<file path="config.mk">
export PLATFORM = sky130hd
export DESIGN_NAME = sudoku_entrada_ctrl
export DESIGN_NICKNAME = d
export VERILOG_FILES = /design/src/rtl/sudoku_pkg.sv /design/src/rtl/debounce_botao.sv /design/src/rtl/sudoku_entrada_ctrl.sv
export SDC_FILE = /design/constraint.sdc
export NUM_CORES = 1
export LEC_CHECK = 0
export ABC_AREA = 1
export CORE_AREA = 2 2 113 82
export CTS_CLUSTER_DIAMETER = 100
export DETAILED_ROUTE_END_ITERATION = 8
export DIE_AREA = 0 0 115 84
export HOLD_SLACK_MARGIN = 0.03
export PLACE_DENSITY = 0.62
export SLEW_MARGIN = 20
export SYNTH_ARGS = -nofsm -noshare
export SYNTH_HDL_FRONTEND = slang
export SYNTH_HIERARCHICAL = 1
export SYNTH_SLANG_ARGS = --single-unit
</file>
<file path="constraint.sdc">
create_clock -name clk -period 1.8 [get_ports clk]
set_input_delay 0.27 -clock clk [delete_from_list [all_inputs] [get_ports clk]]
set_output_delay 0.27 -clock clk [all_outputs]
set_load 0.02 [all_outputs]
</file>
<file path="src/rtl/sudoku_pkg.sv">
// -----------------------------------------------------------------------------
// sudoku_pkg
//   Shared definitions for the game-entry controller and the hex display
//   stages that consume its outputs.
//     ESTADO_W        width of the estadoJogo cell index
//     HEX_APAGADO     digit code the display stages use for a blank cell
//     NUM_CELULAS_DEF default number of digit cells
//     estado_t        controller FSM states
// -----------------------------------------------------------------------------
package sudoku_pkg;

  localparam int          ESTADO_W        = 3;
  localparam logic [3:0]  HEX_APAGADO     = 4'hE;
  localparam int          NUM_CELULAS_DEF = 4;

  typedef enum logic {
    ENTRADA  = 1'b0,
    COMPLETO = 1'b1
  } estado_t;

endpackage

</file>
<file path="src/rtl/debounce_botao.sv">
// -----------------------------------------------------------------------------
// debounce_botao
//   Cleans one raw active-low key: 2-FF synchronizer, a stability counter, and
//   a registered one-cycle pulse on each debounced press (stable 1 -> 0).
//   Ports:
//     clk      in  clock
//     reset    in  asynchronous, active-high; key reads as released afterwards
//     btn_n_i  in  raw key, active-low, asynchronous to clk
//     press_o  out one-cycle press pulse
// -----------------------------------------------------------------------------
module debounce_botao #(
  parameter int DEBOUNCE_CICLOS = 1_000_000
) (
  input  logic clk,
  input  logic reset,
  input  logic btn_n_i,
  output logic press_o
);

  localparam int                CNT_W   = $clog2(DEBOUNCE_CICLOS);
  localparam logic [CNT_W-1:0]  CNT_MAX = CNT_W'(DEBOUNCE_CICLOS - 1);

  logic             sync1_q, sync2_q;
  logic             stable_q, stable_d;
  logic             press_q, press_d;
  logic [CNT_W-1:0] cnt_q, cnt_d;

  // The counter only runs while the synchronized level differs from the
  // stable level; any return to the stable level reloads it, so a bounce has
  // to persist for DEBOUNCE_CICLOS consecutive samples to be accepted.
  always_comb begin
    stable_d = stable_q;
    cnt_d    = cnt_q;
    press_d  = 1'b0;
    if (sync2_q == stable_q) begin
      cnt_d = '0;
    end else if (cnt_q == CNT_MAX) begin
      stable_d = sync2_q;
      cnt_d    = '0;
      press_d  = stable_q;  // released -> pressed only
    end else begin
      cnt_d = cnt_q + 1'b1;
    end
  end

  always_ff @(posedge clk or posedge reset) begin
    if (reset) begin
      sync1_q  <= 1'b1;
      sync2_q  <= 1'b1;
      stable_q <= 1'b1;
      cnt_q    <= '0;
      press_q  <= 1'b0;
    end else begin
      sync1_q  <= btn_n_i;
      sync2_q  <= sync1_q;
      stable_q <= stable_d;
      cnt_q    <= cnt_d;
      press_q  <= press_d;
    end
  end

  assign press_o = press_q;

endmodule

</file>
<file path="src/rtl/sudoku_entrada_ctrl.sv">
// -----------------------------------------------------------------------------
// sudoku_entrada_ctrl
//   Game-entry controller: debounces the confirm/back keys, stores switchCod
//   into the current cell on confirm, and moves the shared estadoJogo index
//   that the display stages compare against their own position.
//   Ports:
//     clk           in  clock
//     reset         in  asynchronous, active-high
//     btn_confirma  in  raw confirm key, active-low
//     btn_volta     in  raw back key, active-low
//     switchCod     in  digit code from the switches (quasi-static)
//     estadoJogo    out index of the cell being entered (NUM_CELULAS = done)
//     registradores out cell i in bits [4i+3:4i]
//     concluido     out high while every cell is filled
//     erro          out one-cycle pulse on a rejected digit
//   Build option: VALIDA_DIGITO_EN -- reject codes 0 and > MAX_DIGITO; when
//   undefined every code is accepted and erro stays 0.
// -----------------------------------------------------------------------------
module sudoku_entrada_ctrl
  import sudoku_pkg::*;
#(
  parameter int NUM_CELULAS     = NUM_CELULAS_DEF,
  parameter int DEBOUNCE_CICLOS = 1_000_000,
  parameter int MAX_DIGITO      = 4
) (
  input  logic                     clk,
  input  logic                     reset,
  input  logic                     btn_confirma,
  input  logic                     btn_volta,
  input  logic [3:0]               switchCod,
  output logic [ESTADO_W-1:0]      estadoJogo,
  output logic [4*NUM_CELULAS-1:0] registradores,
  output logic                     concluido,
  output logic                     erro
);

`ifdef VALIDA_DIGITO_EN
  localparam bit VALIDA = 1'b1;
`else
  localparam bit VALIDA = 1'b0;
`endif

  localparam logic [ESTADO_W-1:0] IDX_FIM = ESTADO_W'(NUM_CELULAS);

  logic conf_pulse, volta_pulse;
  logic conf, volta, aceita;

  estado_t                  state_q, state_d;
  logic [ESTADO_W-1:0]      idx_q, idx_d;
  logic [4*NUM_CELULAS-1:0] regs_q, regs_d;
  logic                     erro_q, erro_d;

  debounce_botao #(.DEBOUNCE_CICLOS(DEBOUNCE_CICLOS)) u_deb_confirma (
    .clk     (clk),
    .reset   (reset),
    .btn_n_i (btn_confirma),
    .press_o (conf_pulse)
  );

  debounce_botao #(.DEBOUNCE_CICLOS(DEBOUNCE_CICLOS)) u_deb_volta (
    .clk     (clk),
    .reset   (reset),
    .btn_n_i (btn_volta),
    .press_o (volta_pulse)
  );

  // Coincident pulses cancel each other.
  assign conf   = conf_pulse & ~volta_pulse;
  assign volta  = volta_pulse & ~conf_pulse;
  assign aceita = !VALIDA || ((switchCod != 4'h0) && (int'(switchCod) <= MAX_DIGITO));

  always_ff @(posedge clk or posedge reset) begin
    if (reset) begin
      state_q <= ENTRADA;
      idx_q   <= '0;
      regs_q  <= '0;
      erro_q  <= 1'b0;
    end else begin
      state_q <= state_d;
      idx_q   <= idx_d;
      regs_q  <= regs_d;
      erro_q  <= erro_d;
    end
  end

  always_comb begin
    state_d = state_q;
    idx_d   = idx_q;
    regs_d  = regs_q;
    erro_d  = 1'b0;
    unique case (state_q)
      ENTRADA: begin
        if (conf) begin
          if (aceita) begin
            for (int i = 0; i < NUM_CELULAS; i++) begin
              if (idx_q == ESTADO_W'(i)) regs_d[4*i +: 4] = switchCod;
            end
            idx_d = idx_q + 1'b1;
            if (idx_d == IDX_FIM) state_d = COMPLETO;
          end else begin
            erro_d = 1'b1;
          end
        end else if (volta && (idx_q != '0)) begin
          idx_d = idx_q - 1'b1;
          for (int i = 0; i < NUM_CELULAS; i++) begin
            if (idx_d == ESTADO_W'(i)) regs_d[4*i +: 4] = 4'h0;
          end
        end
      end
      COMPLETO: begin
        // Confirm has nothing left to fill; only back leaves this state.
        if (volta) begin
          idx_d   = IDX_FIM - 1'b1;
          regs_d[4*(NUM_CELULAS-1) +: 4] = 4'h0;
          state_d = ENTRADA;
        end
      end
      default: state_d = ENTRADA;
    endcase
  end

  always_comb begin
    estadoJogo    = idx_q;
    registradores = regs_q;
    concluido     = (state_q == COMPLETO);
    erro          = erro_q;
  end

endmodule

</file>
==> reports/results.tsv, run 1 <==
stage	metric	value	unit
synthesis	yosysTopAreaCellShare	40.9	%
grt	grt_pass1_vias	2960	
synthesis	postSynthAreaPerCell	8.06	um2
floorplan	start_util	43.6	%
cts	htreeDepth	3	
sta	finalSetupViolCount	0	
synthesis	synth_edf_count	0	
synthesis	ys_ff_latch	68	
layout	drive_above_1_share	16.9	%
min_path	hp-class	in2async	
drt	drt_iter0_drc	233	
cts	cts_tree	built	
synthesis	netlist_area	3790	um2
drt	wire_per_inst	12.4	um
power_and_ir_drop	power-per-cell-area	721	nW/um2
cts	cts_sinks	68	
setup_path	cp_max_fo	5	
flow_run	drv_cap	0	
place	hpwl	5920	um
grt	grt_usage	18.0	%
synthesis	syn_nets	489	
layout	nNetsFinal	528	
synthesis	async_flop_share	100	%
power_and_ir_drop	swShare	20.5	%
cts	cts_root_buf	clkbuf_16	
power_and_ir_drop	seqPwrFrac	47.9	%
power_and_ir_drop	peakVddDrop	0.000499	V
floorplan	dieArea	9660	um2
setup_path	crit_slowest_cell	clkdlybuf4s50_1	
floorplan	fp.dieW	115	um
setup_path	crit_buf_inv	1	
synthesis	synth.most_common_cell	nand2_1	
synthesis	synthFlopType	dfrtp_1	
setup_path	cpPeakStageDelay	0.67	ns
cts	clock_latency	0.32	ns
layout	fill_cells	834	
setup_path	worstPathRequired	1.53	ns
outcome	outcome	complete, no violations	
synthesis	synthTopCellsByCount	nand2_1 (96), nor2_1 (84), dfrtp_1 (62)	
layout	antenna_cells	0	
sta	fin_setup_tns	0	ns
setup_path	arrival	1.46	ns
synthesis	synthTopCellsByArea	dfrtp_1 (41%), nand2_1 (9.5%), nor2_1 (8.3%)	
power_and_ir_drop	combPwrFrac	3.2	%
floorplan	io_pins	29	
drt	drt-vias-per-instance	4.91	
drt	wl	7760	um
synthesis	ys_seq_area_share	45.0	%
sta	worst_hold_slack	0.300	ns
setup_path	cp_top_family	buffers and inverters	
power_and_ir_drop	intPower	2.59	mW
synthesis	ys_types	31	
drt	ant_nets	0	
floorplan	fp.dieH	84	um
setup_path	crit_chain	clkdlybuf4s50_1	
power_and_ir_drop	power_frac_clock	48.9	%
synthesis	syn-instance-count	471	
sta	finalHoldViolations	0	
power_and_ir_drop	leakage	1.95	nW
sta	fmax	577	MHz
layout	syn2layout_area_growth	19.0	%
cts	clk_pin_slew_worst_paths	0.05	ns
grt	antenna_found_initial	0	
synthesis	synth_top_cell_by_area	dfrtp_1	
place	gp_congestion	0.887	
sta	min_period	1.73	ns
drt	drc_errors	0	
place	io_buffers	27	
floorplan	coreArea	8710	um2
cts	clockBufferDepth	2	
drt	first_pass_iters	4	
sta	slew_violations	0	
power_and_ir_drop	power.switching	0.668	mW
grt	grt_max_degree	25	
sta	clock_skew	0.00733	ns
setup_path	startpoint_type	flop	
setup_path	path_class	reg2out	
grt	grt_pass1_wl	13800	um
grt	overflow	0	
sta	rsz0062_at_grt	false	
setup_path	end_kind	primary output	
floorplan	rows	29	
drt	vias	3059	
sta	finalCritPeriodShare	96.3	%
cts	numCtsBuffers	9	
synthesis	ys_warn_count	6	
## power by group through the flow
stage	clock, mW	sequential (mW)	combinational [mW]
CTS	1.66	1.56	0.107
floorplan	0	1.58	0.0611
global placement	0	1.59	0.106
global route	1.72	1.56	0.118
finish	1.59	1.56	0.103
detailed placement	0	1.59	0.107
## cell families (layout without fill, tap and decap cells)
logic type	count (synthesis)	count (layout)	synth area share (%)
xor+xnor	21	21	5.24
flops	68	68	45.0
other cells	1	1	0.0988
fa+ha+maj	10	10	3.30
simple gates	285	285	36.2
buf+inv	54	98	5.74
compound gates	32	32	4.39
## per-layer routing
| layer | vias to the layer above | global-route usage, % | share of wire [%] |
|---|---|---|---|
| met5 | - | 0 | 0 |
| met4 | 0 | 5.48 | 0.80 |
| met3 | 5 | 4.72 | 5.8 |
| met2 | 75 | 25.1 | 42 |
| met1 | 1412 | 27.2 | 52 |
| li1 | 1567 | - | - |
## timing repair
action                     4_1_cts  5_1_grt
gates resized for setup          0        7
buffers inserted                 0        0
hold buffers                     0        0
setup endpoints to repair        0        9
## layout by cell type, fill, tap and decap left out, types with 9 or more instances in the layout
cell and instances:
o21ai_0 9, o21ai_1 15, nand4_1 12, inv_1 47, nor2_2 19, clkbuf_16 9
clkdlybuf4s50_1 26, nand3_1 28, ha_1 9, nor2_1 84, nand2_2 18, dfrtp_1 62
nand2_1 95, xor2_1 14
## cell type report
type	instances	area, um2	area share (%)
multi-input cells	349	1890	41.9
inverters	51	191	4.24
clock inverters	2	10.0	0.222
clock buffers	14	264	5.85
flip-flops and latches	68	1710	37.8
well taps	108	135	2.99
repair buffers	31	315	6.98
## worst paths after layout
check | to | slack, ns | cells past startpoint | startpoint
max reg2reg | registradores[14] | 0.20 | 10 | estadoJogo[1]
min | u_deb_confirma/cnt_q[17] | 0.30 | 2 | reset
max | estadoJogo[2] | 0.07 | 1 | estadoJogo[2]
max in group asynchronous | u_deb_confirma/sync2_q | 1.01 | 3 | reset
min reg2reg | u_deb_confirma/sync2_q | 0.35 | 0 | u_deb_confirma/sync1_q
min in group clk | u_deb_confirma/sync2_q | 0.35 | 0 | u_deb_confirma/sync1_q
## worst register-to-register path, cell delays in order (launching register included)
cell and delay [ns]:
dfrtp_1 0.38, inv_1 0.10, ha_1 0.18, nand2_1 0.11
nand2_2 0.08, nand2_4 0.09, nand2_4 0.14, nand2_2 0.20
nand2_2 0.10, nand2_1 0.07, nand2_1 0.05
## registers in the layout, indices dropped and copies added (netlist names)
register,flops
concluido,1
estadoJogo,3
registradores,16
u_deb_confirma/cnt_q,20
u_deb_confirma/press_o,1
u_deb_confirma/stable_q,1
u_deb_confirma/sync1_q,1
u_deb_confirma/sync2_q,1
u_deb_volta/cnt_q,20
u_deb_volta/press_o,1
u_deb_volta/stable_q,1
u_deb_volta/sync1_q,1
u_deb_volta/sync2_q,1
## through the flow
| step | std cells | utilization (%) | power (mW) | cell area, um2 | setup WS [ns] |
|---|---|---|---|---|---|
| floorplan | 471 | - | 1.65 | 3790 | 0.0243 |
| global placement | 607 | 48.4 | 1.69 | 4220 | 0.136 |
| detailed placement | 607 | 48.4 | 1.69 | 4220 | 0.0790 |
| CTS | 623 | 51.6 | 3.32 | 4490 | 0.00581 |
| global route | 623 | 51.9 | 3.40 | 4520 | 0.0113 |
| finish | 623 | 51.9 | 3.26 | 4520 | 0.0668 |
No activity file was read; power rests on OpenSTA's default activity.
==> run 2, diff against run 1 <==
CORE_AREA = 3 3 114 83   (was 2 2 113 82)
DIE_AREA = 0 0 117 86   (was 0 0 115 84)
==> run 2 against run 1 <==
- critical path depth unchanged
- first-iteration DRC count decreased by 19%
- non-clock buffer count is 3 higher
- final cell count unchanged
- clock-buffer cell count decreased by 2
- register-to-register slack worse by 0.10 ns
- sequential share of layout area decreased by 0.21 points
- critical path type unchanged
- flip-flop and latch count stayed put
- global-route usage increased by 0.13 points
==> reports/results.tsv, run 2 (same netlist as run 1, synthesis figures left out) <==
stage	metric	value	unit	change
outcome	outcome	complete, no violations		
layout	drive_above_1_share	17.2	%	+0.29 points
layout	multiInputGateArea	1880	um2	-0.53%
sta	finalHoldViolations	0		unchanged
drt	drt-vias-per-instance	4.91		about the same
layout	antenna_cells	0		unchanged
power_and_ir_drop	seqPwrFrac	45.8	%	-2.1 points
cts	cts_root_buf	clkbuf_16		
drt	drc_errors	0		unchanged
cts	ctsHoldBuffers	0		unchanged
floorplan	rows	28		-3.4%
min_path	hp-class	in2async		
cts	cts_tree	built		
drt	vias	3057		-0.065%
grt	overflow	0		unchanged
place	gp_congestion	0.867		-2.2%
floorplan	fp.dieW	117	um	+1.7%
layout	fill_cells	775		-7.1%
cts	clk_pin_slew_worst_paths	0.06	ns	about the same
power_and_ir_drop	power_frac_clock	51.0	%	+2.1 points
power_and_ir_drop	peakVddDrop	0.000526	V	+5.5%
cts	cts_sinks	68		unchanged
setup_path	cpPeakStageDelay	0.66	ns	about the same
flow_run	drv_cap	0		unchanged
sta	worst_hold_slack	0.296	ns	-0.00420 ns
power_and_ir_drop	power-per-cell-area	749	nW/um2	+3.9%
drt	first_pass_iters	4		unchanged
layout	nNetsFinal	531		+0.57%
setup_path	end_kind	primary output		
sta	min_period	1.72	ns	-0.0115 ns
sta	fin_setup_tns	0	ns	unchanged
grt	grt_pass1_wl	14300	um	+3.6%
grt	antenna_found_initial	0		unchanged
power_and_ir_drop	combPwrFrac	3.1	%	about the same
floorplan	start_util	45.1	%	+1.6 points
power_and_ir_drop	power.switching	0.710	mW	+6.3%
floorplan	coreArea	8410	um2	-3.4%
layout	final_common_cell	nand2_1		
place	hpwl	6170	um	+4.1%
drt	drt_iter0_drc	189		-19%
layout	ff_latch_area	1710	um2	about the same
setup_path	path_class	reg2out		
grt	grt_usage	18.1	%	+0.13 points
sta	finalCritPeriodShare	95.6	%	-0.64 points
sta	fmax	581	MHz	+0.67%
setup_path	crit_buf_inv	1		unchanged
sta	finalSetupViolCount	0		unchanged
cts	clockBufferDepth	2		unchanged
power_and_ir_drop	swShare	20.9	%	+0.35 points
floorplan	dieArea	10100	um2	+4.2%
floorplan	fp.dieH	86	um	+2.4%
sta	rsz0062_at_grt	false		
power_and_ir_drop	leakage	1.95	nW	about the same
cts	clock_latency	0.33	ns	about the same
drt	wire_per_inst	13.1	um	+5.1%
setup_path	crit_slowest_cell	clkdlybuf4s50_1		
setup_path	cp_max_fo	5		unchanged
cts	htreeDepth	3		unchanged
floorplan	io_pins	29		unchanged
setup_path	arrival	1.45	ns	about the same
place	io_buffers	27		unchanged
sta	clock_skew	0.00781	ns	+0.000476 ns
power_and_ir_drop	intPower	2.69	mW	+4.1%
setup_path	crit_chain	clkdlybuf4s50_1		
layout	layout_common_cells	nand2_1 (95), nor2_1 (84), dfrtp_1 (61)		
layout	syn2layout_area_growth	19.7	%	
drt	wl	8150	um	+5.1%
cts	numCtsBuffers	9		unchanged
setup_path	startpoint_type	flop		
setup_path	cp_top_family	buffers and inverters		
setup_path	worstPathRequired	1.53	ns	about the same
drt	ant_nets	0		unchanged
sta	slew_violations	0		unchanged
grt	grt_pass1_vias	2929		-1.0%
grt	grt_max_degree	25		unchanged
[run 2: cell types whose count changed in the layout (fill, tap and decap cells not counted), sizes merged]
cell / before / now
clkdlybuf4s50: 26 / 27
clkinv: 2 / 3
dlymetal6s2s: 1 / 0
clkbuf: 14 / 12
bufinv: 0 / 1
buf: 4 / 7
[run 2: power groups by stage]
stage	registers (mW)	clock network, mW	logic, mW
floorplan	1.58	0	0.0611
global placement	1.59	0	0.108
detailed placement	1.59	0	0.109
CTS	1.56	1.78	0.110
global route	1.56	1.86	0.123
finish	1.56	1.74	0.106
[run 2: worst paths after layout]
path,cells after the start,slack [ns],startpoint,end
max,1,0.08,estadoJogo[2],estadoJogo[2]
max reg2reg,7,0.10,estadoJogo[1],registradores[11]
min in group clk,1,0.35,btn_confirma,u_deb_confirma/sync1_q
max in group asynchronous,3,1.03,reset,u_deb_confirma/sync1_q
min,2,0.30,reset,u_deb_confirma/cnt_q[11]
min reg2reg,0,0.35,u_deb_volta/sync1_q,u_deb_volta/sync2_q
[run 2: final cells by class]
type	count	share of cell area [%]
Multi-Input combinational cell	349	41.4
Timing Repair Buffer	34	7.38
Clock buffer	12	5.42
Tap cell	105	2.89
Sequential cell	68	37.6
Clock inverter	4	1.07
Inverter	51	4.21
[run 2: through the flow]
step	setup WS (ns)	utilization, %	instances	power (mW)	cell area [um2]
2_1_floorplan	0.0243	-	471	1.65	3790
3_3_place_gp	0.134	50.2	605	1.69	4220
3_5_place_dp	0.0590	50.2	605	1.70	4220
4_1_cts	0.0228	53.7	621	3.45	4520
5_1_grt	0.000953	54.0	623	3.54	4540
6_report	0.0784	54.0	623	3.40	4540
[run 2: timing repair]
action / 4_1_cts / 5_1_grt
setup endpoints to repair: 0 / 12
resized for setup: 0 / 6
buffers inserted: 0 / 2
[run 2: layer usage]
| metal | routed length, um | part of all wire (%) | track usage, % | vias up |
|---|---|---|---|---|
| met5 | 0 | 0 | 0 | - |
| met3 | 527 | 6.5 | 5.15 | 8 |
| li1 | - | - | - | 1578 |
| met4 | 77 | 0.94 | 5.00 | 0 |
| met2 | 3350 | 41 | 25.1 | 74 |
| met1 | 4200 | 51 | 27.5 | 1397 |
